[src/rtl/timer_arbiter_if.sv]
// timer_arbiter_if: requester/timer bundle of timer_arbiter.
// master: REQ, TMR_PULSE, ERR_CLR out; slave: the arbiter.
interface timer_arbiter_if #(
  parameter int N_REQ = 4
);
  localparam int IDW = $clog2(N_REQ);

  logic [N_REQ-1:0] REQ;
  logic [N_REQ-1:0] DONE;
  logic             GNT_VLD;
  logic [IDW-1:0]   GNT_ID;
  logic             BUSY;
  logic             TMR_START;
  logic             TMR_PULSE;
  logic             ERR_WDOG;
  logic             ERR_CLR;

  modport master (
    output REQ, TMR_PULSE, ERR_CLR,
    input  DONE, GNT_VLD, GNT_ID,
    input  BUSY, TMR_START, ERR_WDOG
  );

  modport slave (
    input  REQ, TMR_PULSE, ERR_CLR,
    output DONE, GNT_VLD, GNT_ID,
    output BUSY, TMR_START, ERR_WDOG
  );
endinterface

[src/rtl/timer_arbiter.sv]
// timer_arbiter: round-robin share of one one-shot timer.
// CLK, RST_N (async low) plus bus: REQ/DONE/GNT/TMR/ERR.
module timer_arbiter #(
  parameter int N_REQ    = 4,
  parameter int WDOG_MAX = 2500000,
  parameter int WDOG_W   = 22
) (
  input  logic           CLK,
  input  logic           RST_N,
  timer_arbiter_if.slave bus
);
  localparam int IDW = $clog2(N_REQ);

  typedef enum logic [1:0] {
    IDLE = 2'd0,
    WAIT = 2'd1,
    HOLD = 2'd2
  } state_t;

  state_t           state_q, state_d;
  logic [IDW-1:0]   ptr_q, ptr_d;
  logic [IDW-1:0]   gnt_id_q, gnt_id_d;
  logic             gnt_vld_q, gnt_vld_d;
  logic [WDOG_W-1:0] wdog_q, wdog_d;
  logic [N_REQ-1:0] done_q, done_d;
  logic             busy_q, busy_d;
  logic             start_q, start_d;
  logic             err_q, err_d;

  logic             found;
  logic [IDW-1:0]   pick;
  logic [IDW-1:0]   idx;
  logic             timeout;

  // Search ptr+1, ptr+2, ... so the last owner goes last.
  always_comb begin
    found = 1'b0;
    pick  = ptr_q;
    idx   = ptr_q;
    for (int i = 1; i <= N_REQ; i++) begin
      idx = IDW'((int'(ptr_q) + i) % N_REQ);
      if (!found && bus.REQ[idx]) begin
        found = 1'b1;
        pick  = idx;
      end
    end
  end

  assign timeout = (wdog_q == WDOG_W'(WDOG_MAX - 1));

  always_comb begin
    state_d   = state_q;
    ptr_d     = ptr_q;
    gnt_id_d  = gnt_id_q;
    gnt_vld_d = gnt_vld_q;
    wdog_d    = wdog_q;
    done_d    = '0;
    start_d   = 1'b0;
    err_d     = err_q;
    if (bus.ERR_CLR) err_d = 1'b0;
    case (state_q)
      IDLE: begin
        if (found) begin
          gnt_id_d  = pick;
          ptr_d     = pick;
          gnt_vld_d = 1'b1;
          start_d   = 1'b1;
          wdog_d    = '0;
          state_d   = WAIT;
        end
      end
      WAIT: begin
        wdog_d = wdog_q + 1'b1;
        // Pulse beats a same-cycle timeout.
        if (bus.TMR_PULSE) begin
          if (bus.REQ[gnt_id_q])
            done_d[gnt_id_q] = 1'b1;
          state_d = HOLD;
        end else if (timeout) begin
          err_d   = 1'b1;
          state_d = HOLD;
        end
      end
      HOLD: begin
        gnt_vld_d = 1'b0;
        state_d   = IDLE;
      end
      default: begin
        gnt_vld_d = 1'b0;
        state_d   = IDLE;
      end
    endcase
    busy_d = (state_d != IDLE);
  end

  always_ff @(posedge CLK or negedge RST_N) begin
    if (!RST_N) begin
      state_q   <= IDLE;
      ptr_q     <= IDW'(N_REQ - 1);
      gnt_id_q  <= '0;
      gnt_vld_q <= 1'b0;
      wdog_q    <= '0;
      done_q    <= '0;
      busy_q    <= 1'b0;
      start_q   <= 1'b0;
      err_q     <= 1'b0;
    end else begin
      state_q   <= state_d;
      ptr_q     <= ptr_d;
      gnt_id_q  <= gnt_id_d;
      gnt_vld_q <= gnt_vld_d;
      wdog_q    <= wdog_d;
      done_q    <= done_d;
      busy_q    <= busy_d;
      start_q   <= start_d;
      err_q     <= err_d;
    end
  end

  assign bus.DONE      = done_q;
  assign bus.GNT_VLD   = gnt_vld_q;
  assign bus.GNT_ID    = gnt_id_q;
  assign bus.BUSY      = busy_q;
  assign bus.TMR_START = start_q;
  assign bus.ERR_WDOG  = err_q;
endmodule

[src/flat_wrapper.sv]
// flat-port wrapper written by rule: the top's interface ports become plain ports
module timer_arbiter_flat 
#(
  parameter int N_REQ    = 4,
  parameter int WDOG_MAX = 2500000,
  parameter int WDOG_W   = 22
)
  (CLK, RST_N, bus_REQ, bus_TMR_PULSE, bus_ERR_CLR, bus_DONE, bus_GNT_VLD, bus_GNT_ID, bus_BUSY, bus_TMR_START, bus_ERR_WDOG);
  timer_arbiter_if #(.N_REQ(N_REQ)) bus_i ();
  input  logic CLK;
  input  logic RST_N;
  input wire logic [$bits(bus_i.REQ)-1:0] bus_REQ;
  input wire logic [$bits(bus_i.TMR_PULSE)-1:0] bus_TMR_PULSE;
  input wire logic [$bits(bus_i.ERR_CLR)-1:0] bus_ERR_CLR;
  output wire logic [$bits(bus_i.DONE)-1:0] bus_DONE;
  output wire logic [$bits(bus_i.GNT_VLD)-1:0] bus_GNT_VLD;
  output wire logic [$bits(bus_i.GNT_ID)-1:0] bus_GNT_ID;
  output wire logic [$bits(bus_i.BUSY)-1:0] bus_BUSY;
  output wire logic [$bits(bus_i.TMR_START)-1:0] bus_TMR_START;
  output wire logic [$bits(bus_i.ERR_WDOG)-1:0] bus_ERR_WDOG;
  assign bus_i.REQ = bus_REQ;
  assign bus_i.TMR_PULSE = bus_TMR_PULSE;
  assign bus_i.ERR_CLR = bus_ERR_CLR;
  assign bus_DONE = bus_i.DONE;
  assign bus_GNT_VLD = bus_i.GNT_VLD;
  assign bus_GNT_ID = bus_i.GNT_ID;
  assign bus_BUSY = bus_i.BUSY;
  assign bus_TMR_START = bus_i.TMR_START;
  assign bus_ERR_WDOG = bus_i.ERR_WDOG;
  timer_arbiter #(.N_REQ(N_REQ), .WDOG_MAX(WDOG_MAX), .WDOG_W(WDOG_W)) u_core (.CLK(CLK), .RST_N(RST_N), .bus(bus_i));
endmodule
[config.mk]
export PLATFORM = sky130hd
export DESIGN_NAME = timer_arbiter_flat
export DESIGN_NICKNAME = d
export VERILOG_FILES = /design/src/rtl/timer_arbiter_if.sv /design/src/rtl/timer_arbiter.sv /design/src/flat_wrapper.sv
export SDC_FILE = /design/constraint.sdc
export NUM_CORES = 1
export LEC_CHECK = 0
export BUFFER_PORTS_ARGS = -buffer_cell sky130_fd_sc_hd__buf_2
export CORE_ASPECT_RATIO = 1.1
export CORE_MARGIN = 1
export CORE_UTILIZATION = 30
export CTS_CLUSTER_SIZE = 12
export DETAILED_ROUTE_END_ITERATION = 8
export GPL_TIMING_DRIVEN = 0
export RECOVER_POWER = 25
export SYNTH_ARGS = -nofsm -noshare
export SYNTH_HDL_FRONTEND = slang
export SYNTH_SLANG_ARGS = --single-unit
[constraint.sdc]
create_clock -name CLK -period 2.8 [get_ports CLK]
set_input_delay 0.56 -clock CLK [delete_from_list [all_inputs] [get_ports CLK]]
set_output_delay 0.56 -clock CLK [all_outputs]
set_load 0.05 [all_outputs]
==> results.yml <==
run_status:
  status: "complete, but fails checks"
  violations: "max-capacitance violations, max-slew violations"
synthesis:
  syn_area_per_cell_um2: 10.1
  synthTopCellsByArea: "dfrtp_1, o21ai_0, nand2_1"
  netlist_area_um2: 1870
  yosysWarnings: 0
  yosysTopAreaCell: "dfrtp_1"
  synth_cell_types: 47
  synth.top_cell.area_share: 0.455
  ys_ff_latch: 36
  syn_inst: 186
  synth.yosys.seq_area_share: 0.483
  syn-num-nets: 195
setup_path:
  reg2reg_depth: 4
  crit_path_start_kind: "register"
  cpLargestDelayFamily: "simple AND/OR/NAND/NOR gates"
  arrival_ns: 2.13
  r2r-start: "u_core.wdog_q[0]$_DFFE_PN0P_"
  regToRegSetupSlack_ns: 0.89
  critPathLaunch: "u_core.wdog_q[0]$_DFFE_PN0P_"
  r2r_end: "u_core.bus.ERR_WDOG$_DFF_PN0_"
  worstSetupEndpointType: "register"
  cp_num_cells: 4
  required_ns: 3.02
  critPathMaxStageDelay_ns: 0.71
  worstSetupPathType: "register to register"
  slowest_stage: "nor4_1"
  worstPathCellList: "ha_1 -> nand4_1 -> nor4_1 -> a22o_1"
  cp_max_fo: 6
  crit_end: "u_core.bus.ERR_WDOG$_DFF_PN0_"
  crit_buf_inv: 0
pwr:
  power_density_nw_per_um2: 810
  totalPowerFinal_mw: 1.73
  p_leak_nw: 0.902
  peakVddDrop_uv: 568
cts:
  cts_tree: "built"
  clk_latency_ns: 0.29
  post_cts_resize_count: 0
  root_buffer: "clkbuf_8"
  htreeDepth: 2
  cts_setup_buffers: 0
  path_clk_slew_ns: 0.07
  postCtsHoldBufs: 0
  numCtsBuffers: 5
  clock_sinks: 36
  clock_path_buffers: 2
drt:
  vias_per_cell: 5.26
  routedWlPerCell_um: 14.4
  drtIter0Drc: 73
  drtPass1Iterations: 4
  wl_um: 4140
  drc: 0
  vias: 1515
  ant_nets: 0
timing:
  min_period_ns: 1.91
  tightest_slew_ns: 1.92
  hold_violations: 0
  fin_skew_ns: 0.00490
  timing.final.ws_setup_ns: 0.891
  slew_viol_final: 37
  whs_ns: 0.477
  fin_crit_sh: 0.682
  max_freq_mhz: 524
  rsz0062_at_grt: "no"
  maxSlewHeadroom: -0.279
  finalSetupViolCount: 0
  tns_ns: 0
placed_design:
  dpl.hpwl_um: 2880
  gp_congestion: 0.780
  port_buffers: 17
  dp_slack_ns: 0.897
floorplan:
  die_y_um: 84.8
  num_io_pins: 18
  dieArea_um2: 6560
  start_util: 0.318
  die_w_um: 77.3
  rows: 29
  coreArea_um2: 5880
global_routing:
  grt_usage: 0.139
  antenna_found_initial: 0
  grt_pass1_wl_um: 7250
  grt_overflow: 0
  grt_pass1_vias: 1525
  grt_max_degree: 37
finish:
  utilization: 0.364
  syn2layout_area_growth_pct: 14.4
  nets: 219
  layout.cells.most_common_list: "dfrtp_1, buf_2, nand2_1, o21ai_0, nand3_1"
  layout_commonest_cell: "dfrtp_1"
  drive_above_1_share: 0.194
  diodes: 0
worst_hold_path:
  hp-start: "u_core.bus.GNT_VLD$_DFFE_PN0P_"
  hold_path_class: "register to register"
job:
  max-cap-violations: 1
per-stage QoR:
| stage | instances | cell area, µm² |
|---|---|---|
| 3_5_place_dp | 280 | 2050 |
| 6_report | 288 | 2140 |
| 4_1_cts | 288 | 2140 |
| 3_3_place_gp | 280 | 2050 |
| 5_1_grt | 288 | 2140 |
| 2_1_floorplan | 186 | 1870 |
Yosys cell counts, drive strengths merged:
cell	number
and3	1
o22ai	1
o311ai	5
a21oi	6
or2b	1
nor4b	2
or4	1
nand3b	2
inv	8
o211ai	1
mux2i	3
nand2b	4
xor2	2
o31ai	3
o21a	2
dfrtp	34
a21boi	1
a22o	2
clkbuf	1
and4	5
dfstp	2
a21o	3
nor3b	2
a31oi	4
nor2	8
buf	8
nand4	8
o41ai	5
a22oi	1
nor2b	1
nand2	19
nor4	5
nor3	3
o21ai	17
ha	1
nand3	14
registers in the layout, indices dropped and copies added (netlist names):
name	count
u_core.wdog_q	22
u_core.bus.DONE	4
u_core.bus.GNT_ID	2
u_core.ptr_q	2
u_core.state_q	2
u_core.bus.BUSY	1
u_core.bus.ERR_WDOG	1
u_core.bus.GNT_VLD	1
u_core.bus.TMR_START	1
cells by family after synthesis:
| family | count (synthesis) | share of synthesized area |
|---|---|---|
| AOI/OAI and AO/OA | 51 | 0.193 |
| buffers and inverters | 17 | 0.0428 |
| and+or+nand+nor | 76 | 0.249 |
| adders and majority gates | 1 | 0.00669 |
| DFF | 36 | 0.483 |
| xor gates and xnor gates | 2 | 0.00937 |
| muxes | 3 | 0.0161 |
power by group:
group	internal (mW)	total (mW)	switching, mW	leakage, nW
sequential	0.624	0.727	0.103	0.476
combinational	0.189	0.623	0.434	0.381
clock	0.201	0.384	0.184	0.0455
total	1.01	1.73	0.720	0.902
routing by layer:
metal | track usage | up-vias | share of wire
li1 | - | 743 | -
met5 | 0 | - | 0
met1 | 0.191 | 737 | 0.49
met4 | 0.0412 | 0 | 0.012
met3 | 0.0333 | 4 | 0.031
met2 | 0.217 | 31 | 0.47
how the worst min path moves through the flow:
stage                                           endpoint  slack, ns  cells after the start
after floorplan                u_core.bus.BUSY$_DFF_PN0_       0.26                      0
after global placement    u_core.bus.GNT_VLD$_DFFE_PN0P_       0.46                      1
after detailed placement  u_core.bus.GNT_VLD$_DFFE_PN0P_       0.46                      1
after CTS                   u_core.wdog_q[5]$_DFFE_PN0P_       0.40                      1
after global routing      u_core.bus.GNT_VLD$_DFFE_PN0P_       0.50                      1
final                     u_core.bus.GNT_VLD$_DFFE_PN0P_       0.48                      1
cell type report:
cell class              instances  area (µm²)
well taps                      77        96.3
clock buffers                   8        90.1
fillers                       625        3740
repair buffers                 17        83.8
inverters                       8        30.0
flip-flops and latches         36         903
plain buffers                   9        50.0
multi-input cells             133         887
Note: power is estimated with default switching activity, not from simulation.
